$ cat src/rtl/sram_burst_ctrl.sv
// Burst initiator for one single-port SRAM: one command at a time. Write beats go
// straight to the SRAM pins, and read beats land in a one-deep output register.
module sram_burst_ctrl #(
    parameter int ADDR_WIDTH = 6,
    parameter int DATA_WIDTH = 30,
    parameter int RAM_DEPTH  = 64,
    parameter int LEN_WIDTH  = 6
) (
    input  logic                  clk,
    input  logic                  i_rst,
    input  logic                  i_cmd_valid,
    output logic                  o_cmd_ready,
    input  logic                  i_cmd_we,
    input  logic [ADDR_WIDTH-1:0] i_cmd_addr,
    input  logic [LEN_WIDTH-1:0]  i_cmd_len,
    input  logic                  i_wr_valid,
    output logic                  o_wr_ready,
    input  logic [DATA_WIDTH-1:0] i_wr_data,
    output logic                  o_rd_valid,
    input  logic                  i_rd_ready,
    output logic [DATA_WIDTH-1:0] o_rd_data,
    output logic                  o_done,
    output logic                  o_err,
    output logic                  o_mem_cs,
    output logic                  o_mem_we,
    output logic [ADDR_WIDTH-1:0] o_mem_addr,
    output logic [DATA_WIDTH-1:0] o_mem_din,
    input  logic [DATA_WIDTH-1:0] i_mem_dout
);

    typedef enum logic [1:0] {
        ST_IDLE     = 2'd0,
        ST_WR       = 2'd1,
        ST_RD       = 2'd2,
        ST_RD_DRAIN = 2'd3
    } state_t;

    localparam logic [ADDR_WIDTH:0]   DEPTH_EXT = (ADDR_WIDTH + 1)'(RAM_DEPTH);
    localparam logic [ADDR_WIDTH-1:0] LAST_ADDR = ADDR_WIDTH'(RAM_DEPTH - 1);

    // Depth need not be a power of two, so wrap explicitly at the last word
    function automatic logic [ADDR_WIDTH-1:0] next_addr(input logic [ADDR_WIDTH-1:0] addr);
        logic [ADDR_WIDTH-1:0] nxt;
        if (addr == LAST_ADDR) begin
            nxt = '0;
        end else begin
            nxt = addr + ADDR_WIDTH'(1'b1);
        end
        return nxt;
    endfunction

    state_t                state_r, state_s;
    logic [ADDR_WIDTH-1:0] cur_addr_r, cur_addr_s;
    logic [LEN_WIDTH-1:0]  remaining_r, remaining_s;
    logic                  rd_valid_r, rd_valid_s;
    logic [DATA_WIDTH-1:0] rd_data_r, rd_data_s;
    logic                  done_r, done_s;
    logic                  err_r, err_s;
    logic                  cmd_ready_s;
    logic                  wr_ready_s;
    logic                  mem_cs_s;
    logic                  mem_we_s;
    logic [ADDR_WIDTH-1:0] mem_addr_s;
    logic [DATA_WIDTH-1:0] mem_din_s;
    logic                  cmd_bad_s;

    assign cmd_bad_s = ({1'b0, i_cmd_addr} >= DEPTH_EXT);

    // Next-state, per-beat datapath update and SRAM pin decode
    always_comb begin
        state_s     = state_r;
        cur_addr_s  = cur_addr_r;
        remaining_s = remaining_r;
        rd_data_s   = rd_data_r;
        done_s      = 1'b0;
        err_s       = 1'b0;
        cmd_ready_s = 1'b0;
        wr_ready_s  = 1'b0;
        mem_cs_s    = 1'b0;
        mem_we_s    = 1'b0;
        mem_addr_s  = '0;
        mem_din_s   = '0;
        if (rd_valid_r && i_rd_ready) begin
            rd_valid_s = 1'b0;
        end else begin
            rd_valid_s = rd_valid_r;
        end

        case (state_r)
            ST_IDLE: begin
                cmd_ready_s = 1'b1;
                if (i_cmd_valid && cmd_bad_s) begin
                    done_s = 1'b1;
                    err_s  = 1'b1;
                end else if (i_cmd_valid) begin
                    cur_addr_s  = i_cmd_addr;
                    remaining_s = i_cmd_len;
                    state_s     = i_cmd_we ? ST_WR : ST_RD;
                end else begin
                    state_s = ST_IDLE;
                end
            end
            ST_WR: begin
                wr_ready_s = 1'b1;
                mem_we_s   = 1'b1;
                mem_cs_s   = i_wr_valid;
                mem_addr_s = cur_addr_r;
                mem_din_s  = i_wr_data;
                if (i_wr_valid) begin
                    cur_addr_s  = next_addr(cur_addr_r);
                    remaining_s = remaining_r - LEN_WIDTH'(1'b1);
                    if (remaining_r == '0) begin
                        state_s = ST_IDLE;
                        done_s  = 1'b1;
                    end else begin
                        state_s = ST_WR;
                    end
                end else begin
                    state_s = ST_WR;
                end
            end
            ST_RD: begin
                // Issue only when the output register is empty or emptying this cycle
                mem_cs_s   = !rd_valid_r || i_rd_ready;
                mem_addr_s = cur_addr_r;
                if (mem_cs_s) begin
                    rd_valid_s  = 1'b1;
                    rd_data_s   = i_mem_dout;
                    cur_addr_s  = next_addr(cur_addr_r);
                    remaining_s = remaining_r - LEN_WIDTH'(1'b1);
                    if (remaining_r == '0) begin
                        state_s = ST_RD_DRAIN;
                    end else begin
                        state_s = ST_RD;
                    end
                end else begin
                    state_s = ST_RD;
                end
            end
            ST_RD_DRAIN: begin
                if (rd_valid_r && i_rd_ready) begin
                    state_s = ST_IDLE;
                    done_s  = 1'b1;
                end else begin
                    state_s = ST_RD_DRAIN;
                end
            end
            default: begin
                state_s = ST_IDLE;
            end
        endcase
    end

    // State and datapath registers
    always_ff @(posedge clk) begin
        if (i_rst) begin
            state_r     <= ST_IDLE;
            cur_addr_r  <= '0;
            remaining_r <= '0;
            rd_valid_r  <= 1'b0;
            rd_data_r   <= '0;
            done_r      <= 1'b0;
            err_r       <= 1'b0;
        end else begin
            state_r     <= state_s;
            cur_addr_r  <= cur_addr_s;
            remaining_r <= remaining_s;
            rd_valid_r  <= rd_valid_s;
            rd_data_r   <= rd_data_s;
            done_r      <= done_s;
            err_r       <= err_s;
        end
    end

    // The SRAM must see no strobe while reset is held, whatever state was left behind
    assign o_mem_cs    = i_rst ? 1'b0 : mem_cs_s;
    assign o_mem_we    = i_rst ? 1'b0 : mem_we_s;
    assign o_wr_ready  = i_rst ? 1'b0 : wr_ready_s;
    assign o_mem_addr  = mem_addr_s;
    assign o_mem_din   = mem_din_s;
    assign o_cmd_ready = cmd_ready_s;
    assign o_rd_valid  = rd_valid_r;
    assign o_rd_data   = rd_data_r;
    assign o_done      = done_r;
    assign o_err       = err_r;

endmodule
$ cat config.mk
export PLATFORM = sky130hd
export DESIGN_NAME = sram_burst_ctrl
export DESIGN_NICKNAME = d
export VERILOG_FILES = /design/src/rtl/sram_burst_ctrl.sv
export SDC_FILE = /design/constraint.sdc
export NUM_CORES = 1
export LEC_CHECK = 0
export CAP_MARGIN = 0
export CORE_MARGIN = 2
export CORE_UTILIZATION = 37
export CTS_BUF_LIST = sky130_fd_sc_hd__clkbuf_4 sky130_fd_sc_hd__clkbuf_8 sky130_fd_sc_hd__clkbuf_16
export CTS_CLUSTER_DIAMETER = 200
export DETAILED_ROUTE_END_ITERATION = 10
export PLACE_DENSITY = 0.83
export REMOVE_ABC_BUFFERS = 1
export SYNTH_ARGS = -nofsm -noshare
export SYNTH_HDL_FRONTEND = slang
export SYNTH_SLANG_ARGS = --single-unit
$ cat constraint.sdc
create_clock -name clk -period 1.85 [get_ports clk]
set_input_delay 0.185 -clock clk [delete_from_list [all_inputs] [get_ports clk]]
set_output_delay 0.185 -clock clk [all_outputs]
set_load 0.005 [all_outputs]
==> impl_metrics.json, run 1 <==
{
  "overflow": 0,
  "die_h_um": 83.9,
  "p_total_mw": 4.75,
  "drc": 0,
  "die-area_um2": 7040,
  "synth_compound_area_share_pct": 19.3,
  "port_buffers": 149,
  "first_pass_iters": 4,
  "drt-vias-per-instance": 5.06,
  "critPathKind": "flop to flop",
  "min_period_over_period_pct": 95.8,
  "cts_tree": "built",
  "ys_seq_area_share_pct": 39.0,
  "vias": 2703,
  "grt_pass1_wl_mm": 11.8,
  "wl_mm": 7.88,
  "worstReg2RegStart": "state_r[0]",
  "globalRouteTotalUtil_pct": 19.9,
  "synth_adder_area_share_pct": 3.18,
  "grt_max_degree": 32,
  "top_level_ports": 151,
  "insertion_delay_ns": 0.29,
  "grt_setup_unrepaired": "no",
  "whs_path_depth": 3,
  "outcome": "completed",
  "cts.path.max_buffers": 2,
  "final_nets": 540,
  "drt_iter0_markers": 110,
  "place_ws_ns": -0.0793,
  "min_path_type": "input port to flop",
  "cts.clk_slew.worst_paths_ns": 0.09,
  "syn_avg_cell_area_um2": 7.69,
  "core_area_um2": 6280,
  "required_ns": 2.03,
  "drive_gt1_share_pct": 9.63,
  "min_period_ns": 1.77,
  "synth_cells": 307,
  "cts_root_buf": "clkbuf_8",
  "max-vdd-ir-drop_v": 0.000660,
  "ff2ff_path_depth": 6,
  "antenna_found_initial": 0,
  "setup_slack_ns": 0.0780,
  "max_freq_mhz": 564,
  "synthDistinctLibCells": 47,
  "syn_area_um2": 2360,
  "ys_ff_latch": 46,
  "cp_max_fo": 8,
  "hold_buffers": 0,
  "synthXorXnorAreaFrac_pct": 0,
  "hold_start": "i_rst",
  "reg2reg_to": "cur_addr_r[0]",
  "area_growth_pct": 79.5,
  "cp.arrival_ns": 1.95,
  "n_antenna_cell": 0,
  "crit_path_start": "state_r[0]",
  "utilization_pct": 67.5,
  "cts_buffers": 5,
  "rows": 29,
  "initial_core_util_pct": 37.6,
  "h-tree-depth": 2,
  "hold_viol": 0,
  "floorplan.die.width_um": 83.9,
  "synth-simple-area-share_pct": 31.7,
  "p_per_area_nw_per_um2": 1120,
  "crit_path_start_kind": "flop",
  "cap_violations": 0,
  "first_global_vias": 2550,
  "synth_mux_area_share_pct": 0.848,
  "yosysWarnings": 0,
  "rrSetupSlack_ns": 0.08,
  "hpwlAfterDp_mm": 5.54,
  "slew_viol_final": 0,
  "synth_top_family_by_area": "simple AND/OR/NAND/NOR gates",
  "wl_per_cell_um": 14.8,
  "ant_nets": 0,
  "p_leak_nw": 2.18,
  "clock_skew_ns": 0.00871,
  "place_congestion": 0.866,
  "cp-end-kind": "flop",
  "cts.sinks": 46,
  "setup_viol": 0,
  "hold_end": "o_rd_valid"
}
[cell usage after synthesis (all sizes together)]
cell type  instances  area [um2]
nand3              9        50.1
nor4               1        12.5
a2bb2oi            1        8.76
o41a               1        11.3
buf               11        70.1
o21a               1        7.51
mux2i              2        20.0
nand2             74         280
or3                2        17.5
a311oi             1        8.76
a31oi              1        6.26
dfxtp             46         921
nor2               9        33.8
a32o               1        10.0
a221oi             3        32.5
o211ai             2        20.0
ha                 6        75.1
o2111ai            1        8.76
nand2b             5        31.3
and3               3        18.8
o311ai             2        17.5
clkbuf            11        41.3
inv                7        26.3
a21oi             44         220
a31o               1        8.76
o31ai              4        30.0
conb               1        3.75
nand3b             1        7.51
or2b               1        7.51
nor2b              3        26.3
nand4              1        6.26
nor3               5        25.0
a211oi             5        37.5
and2              37         231
o32ai              2        17.5
o21ai              2        10.0
[sequential cells by signal, indices dropped and copies added, names as in the netlist]
signal / count
state_r: 2
remaining_r: 6
cur_addr_r: 6
o_done: 1
o_rd_valid: 1
o_rd_data: 30
[routing by layer]
layer	routed length [um]	GRT usage [%]	up-vias
met5	0	0	-
met4	40	2.64	0
met3	614	5.04	4
met2	4180	36.9	122
met1	3050	23.7	1246
li1	-	-	1331
[worst max-delay path by stage]
stage,slack [ns],cells after the start,endpoint
after floorplan,-0.07,6,o_rd_data[0]
after global placement,-0.02,5,o_mem_cs
after detailed placement,-0.08,6,cur_addr_r[2]
after CTS,-0.18,5,o_mem_we
after global routing,0.002,6,cur_addr_r[0]
final,0.08,6,cur_addr_r[0]
[report_power, final]
group,total (mW),switching (mW),leakage (nW),internal (mW)
logic,2.65,1.23,1.76,1.42
registers,1.49,0.236,0.377,1.25
clock network,0.608,0.342,0.0441,0.266
total,4.75,1.81,2.18,2.94
[critical path, stage by stage (launching register included)]
cell and delay, ns:
dfxtp_4 0.39, inv_2 0.06, ha_1 0.24, or3_4 0.38
nand3_2 0.16, nor2_1 0.14, a311oi_1 0.29
[stage by stage]
| stage | hold WS (ns) | instance area, um2 | instances | TNS, ns |
|---|---|---|---|---|
| after floorplan | 0.251 | 2250 | 285 | -2.06 |
| after global placement | 0.441 | 3930 | 522 | -0.0182 |
| after detailed placement | 0.446 | 3930 | 522 | -0.286 |
| after CTS | 0.337 | 4040 | 530 | -4.94 |
| after global routing | 0.372 | 4240 | 534 | 0 |
| final | 0.368 | 4240 | 534 | 0 |
[kinds of logic (layout without fill, tap and decap cells)]
logic type / count (synthesis) / after routing
buffers and inverters: 29 / 179
flip-flops: 46 / 46
multiplexers: 2 / 2
other: 1 / 1
AND/OR/NAND/NOR: 151 / 151
adder cells (fa/ha/maj): 6 / 6
AO/OA/AOI/OAI: 72 / 72
[final cells by class]
| class | count | area [um2] |
|---|---|---|
| Inverter | 7 | 26.3 |
| Timing Repair Buffer | 164 | 1760 |
| Sequential cell | 46 | 926 |
| Fill cell | 545 | 2040 |
| Tap cell | 77 | 96.3 |
| Multi-Input combinational cell | 232 | 1340 |
| Clock inverter | 3 | 21.3 |
| Clock buffer | 5 | 68.8 |
[cells in the final DEF, fill, tap and decap left out, types with 5 or more instances in the layout]
cell,synthesis,routed
clkdlybuf4s50_1,0,109
nand2_1,73,73
a21oi_1,44,44
dfxtp_1,46,44
dlymetal6s2s_1,0,38
and2_1,36,36
buf_4,2,9
nand3_1,8,8
nor2_1,9,8
nand2b_1,5,5
nor3_1,5,5
clkbuf_8,0,5
[repair_timing]
action / 4_1_cts / 5_1_grt
endpoints found under the setup margin: 39 / 44
gates resized for setup: 7 / 51
cloned: 0 / 2
pin swaps: 0 / 0
setup buffers: 0 / 2
No activity file was read; power rests on OpenSTA's default activity.
==> run 2: changes to the inputs <==
CORE_UTILIZATION = 55   (was 37)
DONT_BUFFER_PORTS = 1   (was not set)
PLACE_DENSITY = 0.72   (was 0.83)
==> impl_metrics.json, run 2 (synthesized netlist as in run 1, its figures left out) <==
{
  "drive_gt1_share_pct": 10.5,
  "utilization_pct": 62.7,
  "first_pass_iters": 5,
  "cts_tree": "built",
  "cap_violations": 0,
  "floorplan.die.width_um": 69.5,
  "cts.clk_slew.worst_paths_ns": 0.09,
  "initial_core_util_pct": 58.2,
  "antenna_found_initial": 0,
  "h-tree-depth": 2,
  "power_frac_seq_pct": 38.0,
  "overflow": 0,
  "outcome": "completed",
  "switching_power_mw": 1.69,
  "wl_per_cell_um": 17.5,
  "largest_reg_flops": 30,
  "rows": 23,
  "drt-vias-per-instance": 6.07,
  "layout_common_cells": "nand2_1 (73), dfxtp_1 (45), a21oi_1 (44)",
  "hold_viol": 0,
  "first_global_vias": 1878,
  "clock_skew_ns": 0.00329,
  "crit_path_start_kind": "flop",
  "place_congestion": 0.796,
  "cts_setup_buffers": 0,
  "area_growth_pct": 7.68,
  "intPower_mw": 2.27,
  "cp.arrival_ns": 1.94,
  "drc": 0,
  "cp-end-kind": "flop",
  "globalRouteTotalUtil_pct": 24.3,
  "ff2ff_path_depth": 6,
  "whs_path_depth": 2,
  "hold_start": "i_mem_dout[1]",
  "vias": 2148,
  "swShare_pct": 42.7,
  "grt_max_degree": 44,
  "insertion_delay_ns": 0.29,
  "ant_nets": 0,
  "cts_root_buf": "clkbuf_8",
  "wl_mm": 6.21,
  "p_leak_nw": 0.932,
  "rrSetupSlack_ns": 0.07,
  "cts.sinks": 46,
  "final_nets": 387,
  "required_ns": 2.01,
  "power_frac_clock_pct": 15.5,
  "reg2reg_to": "cur_addr_r[0]",
  "tns_ns": 0,
  "port_buffers": 0,
  "setup_viol": 0,
  "hold_end": "o_rd_data[1]",
  "max-vdd-ir-drop_v": 0.000807,
  "hpwlAfterDp_mm": 4.39,
  "cp_max_fo": 8,
  "cts.path.max_buffers": 2,
  "core_area_um2": 4060,
  "die_h_um": 69.5,
  "max_freq_mhz": 562,
  "cts_buffers": 5,
  "min_path_type": "input port to flop",
  "p_per_area_nw_per_um2": 1560,
  "n_antenna_cell": 0,
  "min_period_over_period_pct": 96.1,
  "worstReg2RegStart": "state_r[0]",
  "grt_setup_unrepaired": "no",
  "critPathKind": "flop to flop",
  "layout_commonest_cell": "nand2_1",
  "drt_iter0_markers": 140,
  "top_level_ports": 151,
  "min_period_ns": 1.78,
  "grt_pass1_wl_mm": 9.53,
  "p_comb_share_pct": 46.4,
  "slew_viol_final": 0,
  "die-area_um2": 4830
}
run 2: changes by cell type in the layout (fill, tap and decap cells not counted), sizes merged:
cell | previous run | this run
clkbuf | 8 | 6
dlygate4sd3 | 0 | 2
clkdlybuf4s50 | 109 | 0
clkinvlp | 1 | 0
buf | 14 | 9
dlymetal6s2s | 38 | 0
run 2: power groups by stage:
| stage | registers [mW] | clock network [mW] | logic [mW] |
|---|---|---|---|
| 2_1_floorplan | 1.45 | 0 | 1.27 |
| 3_3_place_gp | 1.51 | 0 | 1.68 |
| 3_5_place_dp | 1.52 | 0 | 1.72 |
| 4_1_cts | 1.50 | 0.639 | 1.77 |
| 5_1_grt | 1.54 | 0.667 | 2.04 |
| 6_report | 1.50 | 0.615 | 1.84 |
run 2: worst max-delay path by stage:
| stage | start | end | slack, ns | cells after the start |
|---|---|---|---|---|
| 2_1_floorplan | state_r[0] | o_rd_data[0] | -0.07 | 6 |
| 3_3_place_gp | state_r[0] | remaining_r[4] | 0.17 | 6 |
| 3_5_place_dp | state_r[0] | cur_addr_r[2] | 0.09 | 6 |
| 4_1_cts | state_r[0] | o_mem_cs | 0.01 | 5 |
| 5_1_grt | state_r[0] | cur_addr_r[0] | 0.006 | 6 |
| 6_report | state_r[0] | cur_addr_r[0] | 0.07 | 6 |
run 2: cell type report:
cell class / count / area (um2)
multi-input combinational: 232 / 1340
clock buffer: 6 / 76.3
inverter: 7 / 28.8
fill: 359 / 1520
clock inverter: 2 / 13.8
timing repair buffer: 11 / 104
sequential: 46 / 922
tap: 50 / 62.6
run 2: stage by stage:
stage,power [mW],std cells,instance area (um2),hold WS (ns),setup WS [ns]
global route,4.24,354,2540,0.00101,0.00557
floorplan,2.72,285,2250,0.251,-0.0677
global placement,3.19,343,2370,0.259,0.165
CTS,3.90,353,2510,0.00129,0.00999
finish,3.95,354,2540,0.0193,0.0715
detailed placement,3.24,343,2370,0.263,0.0930
run 2: timing repair:
action                                 in CTS  in global routing
setup endpoints to repair                   1                 11
hold buffers                                2                  1
endpoints found under the hold margin      43                  1
gates resized for setup                     2                  8
run 2: critical path, cell delays in order, from the launching register on:
cell	delay (ns)
dfxtp_2	0.36
inv_1	0.07
ha_1	0.27
or3_4	0.41
and3_2	0.27
a21oi_1	0.21
a311oi_2	0.07
run 2: routing by layer:
metal,share of wire (%),global-route usage (%)
met2,51,42.7
met5,0,0
met1,39,28.7
met3,9.2,7.27
met4,1.2,6.54
==> run 3: changes to the inputs <==
CORE_UTILIZATION = 50   (was 55)
CTS_CLUSTER_SIZE = 8   (was not set)
GPL_TIMING_DRIVEN = 0   (was not set)
PLACE_DENSITY = 0.67   (was 0.72)
==> impl_metrics.json, run 3 (synthesized netlist as in run 1, its figures left out) <==
{
  "floorplan.die.width_um": 72.7,
  "hold_viol": 0,
  "cts.clk_slew.worst_paths_ns": 0.09,
  "crit_path_start_kind": "flop",
  "layout_common_cells": "nand2_1 (73), dfxtp_1 (45), a21oi_1 (44)",
  "setup_slack_ns": 0.0646,
  "slowest_delay_ns": 0.40,
  "outcome": "completed",
  "p_leak_nw": 0.920,
  "crit_slowest_cell": "ha_4",
  "placed_area_um2": 2330,
  "required_ns": 1.66,
  "cts_buffers": 5,
  "cp-end-kind": "output port",
  "p_total_mw": 4.01,
  "layout_commonest_cell": "nand2_1",
  "vias": 2124,
  "port_buffers": 0,
  "cts.sinks": 46,
  "final_nets": 384,
  "overflow": 0,
  "rows": 24,
  "cts_tree": "built",
  "min_period_ns": 1.79,
  "die-area_um2": 5290,
  "holdWs_ns": 0.0127,
  "first_global_vias": 1887,
  "fin_cells": 353,
  "drive_gt1_share_pct": 11.3,
  "cts_root_buf": "clkbuf_8",
  "largest_reg_flops": 30,
  "critPathKind": "flop to output port",
  "place_ws_ns": -0.370,
  "min_path_type": "input port to flop",
  "initial_core_util_pct": 53.1,
  "slew_viol_final": 0,
  "clock_skew_ns": 0.00309,
  "wl_mm": 6.42,
  "insertion_delay_ns": 0.29,
  "top_level_ports": 151,
  "min_period_over_period_pct": 96.5,
  "n_antenna_cell": 0,
  "cp_max_fo": 19,
  "drt_iter0_markers": 125,
  "dp.cells": 338,
  "globalRouteTotalUtil_pct": 22.7,
  "first_pass_iters": 4,
  "core_area_um2": 4440,
  "p_per_area_nw_per_um2": 1570,
  "crit_chain": "inv_1, ha_4, inv_4, a211oi_2",
  "grt_pass1_wl_mm": 9.29,
  "place_congestion": 0.808,
  "max-vdd-ir-drop_v": 0.000933,
  "cap_violations": 0,
  "area_growth_pct": 7.79,
  "drc": 0,
  "grt_max_degree": 46,
  "fin_area_um2": 2540,
  "h-tree-depth": 2,
  "hpwlAfterDp_mm": 4.38,
  "ant_nets": 0,
  "cp.arrival_ns": 1.60,
  "die_h_um": 72.7,
  "antenna_found_initial": 0,
  "drt-vias-per-instance": 6.02,
  "cts.path.max_buffers": 2,
  "setup_viol": 0,
  "max_freq_mhz": 560,
  "wl_per_cell_um": 18.2
}
## run 3: cell types whose count changed in the layout (fill, tap and decap cells not counted), moves of 2 or more
cell           before  now
o311ai_0            2    0
ha_4                0    2
buf_4               7    5
o311ai_1            0    2
ha_1                6    3
dlygate4sd3_1       2    0
## run 3: per-layer routing
metal	GRT usage (%)	up-vias	part of all wire (%)
met2	41.6	111	53
li1	-	1029	-
met3	4.56	11	8.0
met4	7.41	0	1.0
met5	0	-	0
met1	26.3	973	38
## run 3: what timing repair did
item,CTS,global route
gates cloned,0,1
pin swaps,0,2
setup endpoints to repair,51,24
endpoints found under the hold margin,45,0
resized for setup,10,7
setup buffers,0,5
hold buffers,1,0
## run 3: worst paths after layout
kind	endpoint	start	slack [ns]	depth (start not counted)
hold reg to reg	o_rd_data[20]	o_rd_data[20]	0.48	2
hold / removal	o_rd_data[22]	i_mem_dout[22]	0.01	2
setup reg to reg	cur_addr_r[5]	state_r[1]	0.09	5
setup / recovery	o_mem_cs	state_r[1]	0.06	4
## run 3: layout make-up
cell class                      instances  area [um2]
Clock buffer                            6        76.3
Clock inverter                          2        13.8
Fill cell                             436        1900
Inverter                                7        28.8
Multi-Input combinational cell        233        1370
Sequential cell                        46         922
Tap cell                               52        65.1
Timing Repair Buffer                    7        72.6
## run 3: critical path, delay by kind of cell, from the launching register on
kind / cells / cell delay [ns]
fa+ha+maj: 1 / 0.40
flops: 1 / 0.37
compound gates: 1 / 0.29
buf+inv: 2 / 0.25
## run 3: report_power, final
group / internal [mW] / leakage [nW] / switching (mW)
clock network: 0.282 / 0.0486 / 0.343
registers: 1.25 / 0.376 / 0.259
logic: 0.784 / 0.495 / 1.09
total: 2.31 / 0.920 / 1.70
## run 3: metrics by stage
step                utilization (%)   TNS, ns
floorplan                         -     -2.06
global placement               52.1    -23.66
detailed placement             52.5     -6.21
CTS                            56.0   -0.0226
global route                   57.3  -0.00281
finish                         57.3         0
